**config.mk**
```make
export PLATFORM = sky130hd
export DESIGN_NAME = alu_8bit
export DESIGN_NICKNAME = d
export VERILOG_FILES = /design/src/rtl/alu_8bit_pkg.sv /design/src/rtl/alu_8bit_div.sv /design/src/rtl/alu_8bit.sv
export SDC_FILE = /design/constraint.sdc
export NUM_CORES = 1
export LEC_CHECK = 0
export BUFFER_PORTS_ARGS = -buffer_cell sky130_fd_sc_hd__buf_2
export CORE_MARGIN = 4
export CORE_UTILIZATION = 62
export DETAILED_ROUTE_END_ITERATION = 10
export GPL_TIMING_DRIVEN = 1
export PLACE_DENSITY = 0.82
export SLEW_MARGIN = 10
export SYNTH_ARGS = -nofsm -noshare
export SYNTH_HDL_FRONTEND = slang
export SYNTH_SLANG_ARGS = --single-unit
```
**constraint.sdc**
```tcl
create_clock -name clk -period 8.75 [get_ports clk]
set_input_delay 2.625 -clock clk [delete_from_list [all_inputs] [get_ports clk]]
set_output_delay 2.625 -clock clk [all_outputs]
set_load 0.05 [all_outputs]
```
**src/rtl/alu_8bit_pkg.sv**
```systemverilog
// Shared opcodes and divider state encoding for the 8-bit ALU.
package alu_8bit_pkg;

  localparam int WIDTH = 8;

  localparam logic [1:0] OP_ADD = 2'b00;
  localparam logic [1:0] OP_SUB = 2'b01;
  localparam logic [1:0] OP_MUL = 2'b10;
  localparam logic [1:0] OP_DIV = 2'b11;

  typedef enum logic {
    DIV_IDLE = 1'b0,
    DIV_RUN  = 1'b1
  } div_state_t;

endpackage

```
**src/rtl/alu_8bit_div.sv**
```systemverilog
// Sequential restoring divider: one quotient bit per clock, eight clocks per divide.
// A divide by zero finishes in the launch cycle with q=FF, r=a and dbz raised.
module alu_8bit_div
  import alu_8bit_pkg::*;
(
  input  logic       clk,
  input  logic       rst_n,
  input  logic       go,
  input  logic [7:0] a,
  input  logic [7:0] b,
  output logic       busy,
  output logic       done,
  output logic [7:0] q,
  output logic [7:0] r,
  output logic       dbz,
  output div_state_t state
);

  div_state_t state_next;
  logic [7:0] b_reg;
  logic [7:0] quo;
  logic [7:0] rem;
  logic [2:0] cnt;
  logic [8:0] rem_shift;
  logic [8:0] rem_sub;
  logic       fits;
  logic [7:0] rem_next;
  logic [7:0] quo_next;
  logic       zero_div;

  assign zero_div = (b == 8'd0);

  // One restoring step: shift in the next dividend bit, subtract the divisor if it fits.
  always_comb begin
    rem_shift = {rem, quo[7]};
    rem_sub   = rem_shift - {1'b0, b_reg};
    fits      = (rem_shift >= {1'b0, b_reg});
    rem_next  = fits ? rem_sub[7:0] : rem_shift[7:0];
    quo_next  = {quo[6:0], fits};
  end

  // State register.
  always_ff @(posedge clk) begin
    if (!rst_n) state <= DIV_IDLE;
    else        state <= state_next;
  end

  // Operand latch and iteration registers; quo doubles as the dividend shift register.
  always_ff @(posedge clk) begin
    if (!rst_n) begin
      b_reg <= 8'd0;
      quo   <= 8'd0;
      rem   <= 8'd0;
      cnt   <= 3'd0;
    end else if (state == DIV_IDLE) begin
      if (go && !zero_div) begin
        b_reg <= b;
        quo   <= a;
        rem   <= 8'd0;
        cnt   <= 3'd0;
      end
    end else begin
      quo <= quo_next;
      rem <= rem_next;
      cnt <= cnt + 3'd1;
    end
  end

  // Next-state logic: a zero divisor never enters RUN.
  always_comb begin
    state_next = state;
    case (state)
      DIV_IDLE: if (go && !zero_div) state_next = DIV_RUN;
      DIV_RUN:  if (cnt == 3'd7)     state_next = DIV_IDLE;
      default:  state_next = DIV_IDLE;
    endcase
  end

  // Outputs: done pulses on the edge that should capture q/r.
  always_comb begin
    busy = (state == DIV_RUN);
    dbz  = (state == DIV_IDLE) && go && zero_div;
    done = dbz || ((state == DIV_RUN) && (cnt == 3'd7));
    q    = (state == DIV_RUN) ? quo_next : 8'hFF;
    r    = (state == DIV_RUN) ? rem_next : a;
  end

endmodule

```
**src/rtl/alu_8bit.sv**
```systemverilog
// 8-bit ALU: single-cycle add/sub/mul plus a launched multi-cycle divide,
// all results held in output registers with carry/overflow flags.
//
// Divide handshake: start is a level request, qualified by op==DIV and an
// "armed" flag; it is accepted only while busy=0. Once accepted, busy stays
// high until the result edge and instr/start are ignored meanwhile. A new
// divide needs one idle cycle with start low or op!=DIV to re-arm.
module alu_8bit
  import alu_8bit_pkg::*;
(
  input  logic        clk,
  input  logic        rst_n,
  input  logic [17:0] instr,
  input  logic        start,
  output logic [7:0]  result1,
  output logic [7:0]  result2,
  output logic        carry,
  output logic        overflow,
  output logic        busy
);

  logic [1:0]  op;
  logic [7:0]  a;
  logic [7:0]  b;
  logic [8:0]  sum9;
  logic [8:0]  diff9;
  logic [15:0] prod16;
  logic [7:0]  alu_r1;
  logic [7:0]  alu_r2;
  logic        alu_c;
  logic        alu_v;
  logic        arm;
  logic        go;
  logic        div_busy;
  logic        div_done;
  logic        div_dbz;
  logic [7:0]  div_q;
  logic [7:0]  div_r;
  div_state_t  div_state;
  logic        div_idle;

  assign op       = instr[17:16];
  assign a        = instr[15:8];
  assign b        = instr[7:0];
  assign div_idle = (div_state == DIV_IDLE);
  assign go       = div_idle && (op == OP_DIV) && start && arm;
  assign busy     = div_busy;

  alu_8bit_div u_div (
    .clk   (clk),
    .rst_n (rst_n),
    .go    (go),
    .a     (a),
    .b     (b),
    .busy  (div_busy),
    .done  (div_done),
    .q     (div_q),
    .r     (div_r),
    .dbz   (div_dbz),
    .state (div_state)
  );

  // Single-cycle arithmetic for the non-divide opcodes.
  always_comb begin
    sum9   = {1'b0, a} + {1'b0, b};
    diff9  = {1'b0, a} - {1'b0, b};
    prod16 = a * b;
    alu_r1 = 8'd0;
    alu_r2 = 8'd0;
    alu_c  = 1'b0;
    alu_v  = 1'b0;
    case (op)
      OP_ADD: begin
        alu_r1 = sum9[7:0];
        alu_c  = sum9[8];
        alu_v  = (a[7] == b[7]) && (sum9[7] != a[7]);
      end
      OP_SUB: begin
        alu_r1 = diff9[7:0];
        alu_c  = diff9[8];
        alu_v  = (a[7] != b[7]) && (diff9[7] != a[7]);
      end
      OP_MUL: begin
        alu_r1 = prod16[7:0];
        alu_r2 = prod16[15:8];
        alu_c  = (prod16[15:8] != 8'd0);
        alu_v  = (prod16[15:8] != 8'd0);
      end
      default: ;
    endcase
  end

  // Output registers and launch arming; a divide result wins over everything.
  always_ff @(posedge clk) begin
    if (!rst_n) begin
      result1  <= 8'd0;
      result2  <= 8'd0;
      carry    <= 1'b0;
      overflow <= 1'b0;
      arm      <= 1'b1;
    end else begin
      if (div_done) begin
        result1  <= div_q;
        result2  <= div_r;
        carry    <= 1'b0;
        overflow <= div_dbz;
      end else if (div_idle && (op != OP_DIV)) begin
        result1  <= alu_r1;
        result2  <= alu_r2;
        carry    <= alu_c;
        overflow <= alu_v;
      end
      if (div_idle) arm <= !((op == OP_DIV) && start);
    end
  end

endmodule

```
==> results of run 1 <==
==> stage by stage <==
step | instance area, sq um | total power, mW
after detailed placement | 5713 | 0.9342
after global routing | 5802 | 1.166
after global placement | 5713 | 0.9129
final | 5802 | 1.079
after floorplan | 5522 | 0.7726
after CTS | 5802 | 1.067
==> worst max-delay path by stage <==
stage / endpoint / startpoint / cells past startpoint / slack, ps
floorplan: overflow / instr[7] / 17 / 1440
global placement: overflow / instr[11] / 18 / 1260
detailed placement: overflow / instr[9] / 17 / 1130
CTS: overflow / instr[9] / 17 / 1430
global route: overflow / instr[9] / 17 / 1230
finish: overflow / instr[9] / 17 / 1390
==> synth_stat cells, types with 12 or more instances <==
master	n
a21oi_1	46
and2_1	32
clkbuf_1	31
dfxtp_1	47
fa_1	39
ha_1	62
inv_1	83
mux2i_1	12
nand2_1	87
nand3_1	13
nor2_1	39
nor3_1	14
o21ai_0	24
==> where the power goes <==
| group | switching, mW | leakage (nW) | total (mW) | internal [mW] |
|---|---|---|---|---|
| Combinational | 0.440 | 2.22 | 0.703 | 0.263 |
| Sequential | 0.0119 | 0.384 | 0.245 | 0.233 |
| Clock | 0.0759 | 0.0402 | 0.132 | 0.0557 |
| Total | 0.527 | 2.65 | 1.08 | 0.552 |
==> worst reg2reg max path: stages, from the launching register on <==
cell and delay, ps:
dfxtp_1 330, buf_4 390, nor2b_1 120, and4b_1 240, nand2b_1 420, nor2_1 830
a22o_1 260, a21oi_1 40, a21oi_1 190
==> layer usage <==
layer	GRT usage (%)	part of all wire, %
met1	41.57	42
met2	51.92	48
met5	0	0
met3	3.891	8.0
met4	6.357	1.9
==> final cells by class <==
cell class | count | share of cell area (%)
Inverter | 84 | 5.435
Tap cell | 108 | 2.329
Multi-Input combinational cell | 531 | 70.86
Timing Repair Buffer | 41 | 3.623
Clock buffer | 5 | 1.186
Clock inverter | 3 | 0.3451
Sequential cell | 47 | 16.22
==> kinds of logic after synthesis <==
logic type	Yosys count	synth area share (%)
adders and majority gates	101	28.19
AOI/OAI and AO/OA	165	20.21
and+or+nand+nor	235	20.89
buffers and inverters	120	8.497
DFF	47	17.04
xor gates and xnor gates	15	2.379
muxes	15	2.787
==> metrics.cfg, run 1 <==
[grt]
grt_use_total_pct = 30.44
grt_pass1_vias = 5017
grt_pass1_wl_mm = 25.05
grt-ovfl-total = 0
grt_max_degree = 42
antenna_found_initial = 0

[setup_path]
rr_endpoint = result1[6]
slowest_stage = fa_1
reg2reg_from = u_div.busy
required_ps = 8940
regToRegSetupSlack_ps = 5840
end_kind = register
cpMostUsedCell = fa_1
r2r_cells = 8
critical_path_class = in2reg
critPathLaunchType = input pin
worstPathCellList = buf_2, nand2_1, fa_1, fa_1, inv_1, fa_1, inv_1, fa_1, inv_1, ha_1, a211oi_4, o21ai_1, and4b_1, or4_4, a2111o_1, o21ai_2, o31ai_1
cp_data_arrival_time_ps = 7550
cp_num_buf_inv = 4
worst_path_largest_cell_delay_ps = 570
critical_path_peak_fanout = 13
cpLargestDelayFamily = adder cells

[cts]
cts_max_level = 2
ctsResizeCount = 0
cts_made_buffers = 5
cts_tree = yes
cts_root_buffer = clkbuf_8
clk_pin_slew_ps = 80
clockBufferDepth = 2
cts_sinks = 47
clock_latency_ps = 300
post-cts-setup-buffers = 0
cts_hold_buf = 0

[yosys]
ys_ff_latch = 47
synth_edf_count = 0
yosys_most_used_dff = dfxtp_1
synth_top_area_share_pct = 17.04
syn_inst = 698
synth_fp_nets = 820
yosysSeqAreaShare_pct = 17.04
async_reset_ff_share_pct = 0
synth_area_leaders = dfxtp_1 (17%), fa_1 (14%), ha_1 (14%), nand2_1 (5.9%), inv_1 (5.6%)
yosysWarnings = 0
synth_area_sq_mm = 0.005522
yosys.area.top_type = dfxtp_1
avgSynthCellArea_sq_um = 7.911
synth_cell_types = 68

[timing]
setup_ws_ps = 1389
setup_viol = 0
rsz0062_at_grt = false
drv_slew = 0
finClkSkew_ps = 8.425
fin_crit_sh_pct = 84.13
tightestPinTransition_ps = 1021
hold_viol = 0
hold_slack_ps = 457.4
relSlewSlack_pct = 31.87
clock.fmax_ghz = 0.1359
finalCriticalPeriod_ps = 7361
tns_ps = 0

[finish]
area_delta_synth_final_pct = 5.076
layout_common_cells = nand2_1 (87), inv_1 (83), ha_1 (62), dfxtp_1 (47), a21oi_1 (46)
fillCellCount = 746
final_cell_count_no_fill = 819
utilization_pct = 66.85
final_common_cell = nand2_1
regArea_sq_um = 940.9
fin_nets = 832
multiInputGateArea_sq_mm = 0.004111
antennaDiodeCount = 0
drive_gt1_share_pct = 8.298

[routing]
via_count = 5127
ant_nets = 0
wl_per_cell_microns = 18.49
drt-total-wl_mm = 15.14
drt_first_iter_violations = 519
firstDrtPassIters = 6
routed_via_density = 6.260
drc = 0

[pwr]
p_leak_nw = 2.649
peakVddDrop_v = 0.0001203
power.density_mw_per_mm2 = 186.1

[placed_design]
dp_hpwl_mm = 11.71
routabilityCongestion = 0.9795
place_ws_ps = 1126
io_buffers = 39
dp_cells = 811

[worst_hold_path]
min_path_type = reg2reg
hold_end = u_div.b_reg[3]
whs_path_depth = 2
hold_start = u_div.b_reg[3]

[floorplan]
die-area_sq_mm = 0.01048
io_pins = 40
start_util_pct = 63.62
coreArea_sq_mm = 0.008678
die_h_microns = 102.4
die_x_microns = 102.4
rows = 34

[run]
drv_cap = 0

[outcome]
status = finished clean

(Power assumes the default switching activity.)
==> run 2, diff against run 1 <==
Clock period 8.75 ns to 7.61 ns, I/O delays scaled along.
==> metrics.cfg, run 2 (synthesized netlist as in run 1, its figures left out) <==
[finish]
final_common_cell = nand2_1
drive_gt1_share_pct = 8.298  ; unchanged
final_cell_count_no_fill = 819  ; unchanged
design_area_sq_mm = 0.005827  ; +0.43%
layout_common_cells = nand2_1 (87), inv_1 (83), ha_1 (62), dfxtp_1 (47), a21oi_1 (46)
fin_nets = 833  ; +0.12%
utilization_pct = 67.14  ; +0.29 points
area_delta_synth_final_pct = 5.529
antennaDiodeCount = 0  ; unchanged

[grt]
grt_use_total_pct = 31.14  ; +0.71 points
grt_pass1_vias = 5242  ; +4.5%
grt_pass1_wl_mm = 25.69  ; +2.5%
grt.met1_usage_pct = 40.96  ; -0.61 points
antenna_found_initial = 0  ; unchanged
grt_max_degree = 42  ; unchanged
grt-ovfl-total = 0  ; unchanged
grtUsageMet3_pct = 4.710  ; +0.82 points
use_met2_pct = 51.97  ; about the same
grt_busiest_layer = met2

[floorplan]
io_pins = 40  ; unchanged
start_util_pct = 63.62  ; unchanged
die_h_microns = 102.4  ; unchanged
coreArea_sq_mm = 0.008678  ; unchanged
die-area_sq_mm = 0.01048  ; unchanged
die_x_microns = 102.4  ; unchanged
rows = 34  ; unchanged

[pwr]
p_int_uw = 665.1  ; +20%
power.density_mw_per_mm2 = 217.6  ; +17%
share_comb_of_total_power_pct = 63.5  ; -1.6 points
power_mw = 1.268  ; +17%
peakVddDrop_v = 0.0001348  ; +12%
seqPwrFrac_pct = 22.2  ; -0.5 points
p_clk_share_pct = 14.3  ; +2.1 points
power_switching_uw = 602.7  ; +14%
p_sw_share_pct = 47.54  ; -1.3 points
p_leak_nw = 2.663  ; +0.56%

[cts]
clockBufferDepth = 2  ; unchanged
cts_root_buffer = clkbuf_8
cts_hold_buf = 0  ; unchanged
cts_tree = yes
cts_made_buffers = 5  ; unchanged
ctsResizeCount = 0  ; unchanged
cts_sinks = 47  ; unchanged
clock_latency_ps = 310  ; about the same
clk_pin_slew_ps = 80  ; about the same
cts_max_level = 2  ; unchanged
post-cts-setup-buffers = 0  ; unchanged

[placed_design]
io_buffers = 39  ; unchanged
routabilityCongestion = 0.9946  ; +1.5%
dp_cells = 812  ; +0.12%
dp_hpwl_mm = 11.85  ; +1.2%
place_ws_ps = 353.9  ; -772.4 ps
place_area_sq_mm = 0.005720  ; +0.13%

[timing]
setup_viol = 0  ; unchanged
hold_viol = 0  ; unchanged
hold_slack_ps = 457.8  ; +0.3770 ps
setup_ws_ps = 652.5  ; -736.5 ps
tightestPinTransition_ps = 1037  ; +15.95 ps
relSlewSlack_pct = 30.81  ; -1.1 points
rsz0062_at_grt = false
clock.fmax_ghz = 0.1437
tns_ps = 0  ; unchanged
finClkSkew_ps = 8.585  ; +0.1595 ps
fin_crit_sh_pct = 91.43
drv_slew = 0  ; unchanged
finalCriticalPeriod_ps = 6958

[setup_path]
critPathLaunchType = input pin
critical_path_peak_fanout = 11  ; -2
worst_path_largest_cell_delay_ps = 540  ; -30 ps
r2r_cells = 8  ; unchanged
slowest_stage = fa_1
cp_data_arrival_time_ps = 7150  ; -400 ps
required_ps = 7810  ; -1130 ps
end_kind = register
regToRegSetupSlack_ps = 4620  ; -1220 ps
critical_path_class = in2reg
worstPathCellList = buf_2, and2_1, fa_1, inv_1, fa_1, inv_1, fa_1, inv_1, fa_1, inv_1, ha_1, a211oi_4, o21ai_1, and4b_1, or4_4, a2111o_1, o21ai_2, o31ai_1

[routing]
drt_first_iter_violations = 497  ; -4.2%
ant_nets = 0  ; unchanged
drt-total-wl_mm = 15.49  ; +2.3%
via_count = 5236  ; +2.1%
routed_via_density = 6.393  ; +2.1%
firstDrtPassIters = 7  ; +1
drc = 0  ; unchanged
wl_per_cell_microns = 18.91  ; +2.3%

[worst_hold_path]
whs_path_depth = 2  ; unchanged
min_path_type = reg2reg

[run]
drv_cap = 0  ; unchanged

[outcome]
status = finished clean

==> run 2: cell count changes in the layout (fill, tap and decap cells not counted) <==
cell and delta:
bufinv_16 +1, clkinv_2 -1, clkinvlp_4 -1, buf_4 +1
==> run 2: critical path, delay by kind of cell <==
family	cells	cell delay (ps)
fa+ha+maj	5	2440
compound gates	5	1060
buf+inv	5	400
simple gates	3	950
==> run 2: metal layers <==
layer	vias to the layer above	part of all wire [%]
li1	2418	-
met1	2502	41
met2	261	47
met3	55	8.0
met4	0	3.5
met5	-	0
==> run 2: layout make-up <==
type / count / area (sq um)
clock buffer: 5 / 68.82
clock inverter: 2 / 37.54
fill: 765 / 2851
inverter: 84 / 315.3
multi-input combinational: 531 / 4111
sequential: 47 / 940.9
tap: 108 / 135.1
timing repair buffer: 42 / 217.7
==> run 2: worst paths after layout <==
check	from	to
setup / recovery	instr[11]	overflow
setup reg to reg	u_div.busy	result1[6]
hold / removal	result1[2]	result1[2]
hold reg to reg	result1[2]	result1[2]
==> run 2: power by group through the flow <==
stage | Sequential, mW | Clock [mW] | Combinational [mW]
2_1_floorplan | 0.335 | 0 | 0.553
4_1_cts | 0.281 | 0.181 | 0.792
3_3_place_gp | 0.286 | 0 | 0.764
3_5_place_dp | 0.287 | 0 | 0.785
6_report | 0.282 | 0.181 | 0.805
5_1_grt | 0.284 | 0.189 | 0.891
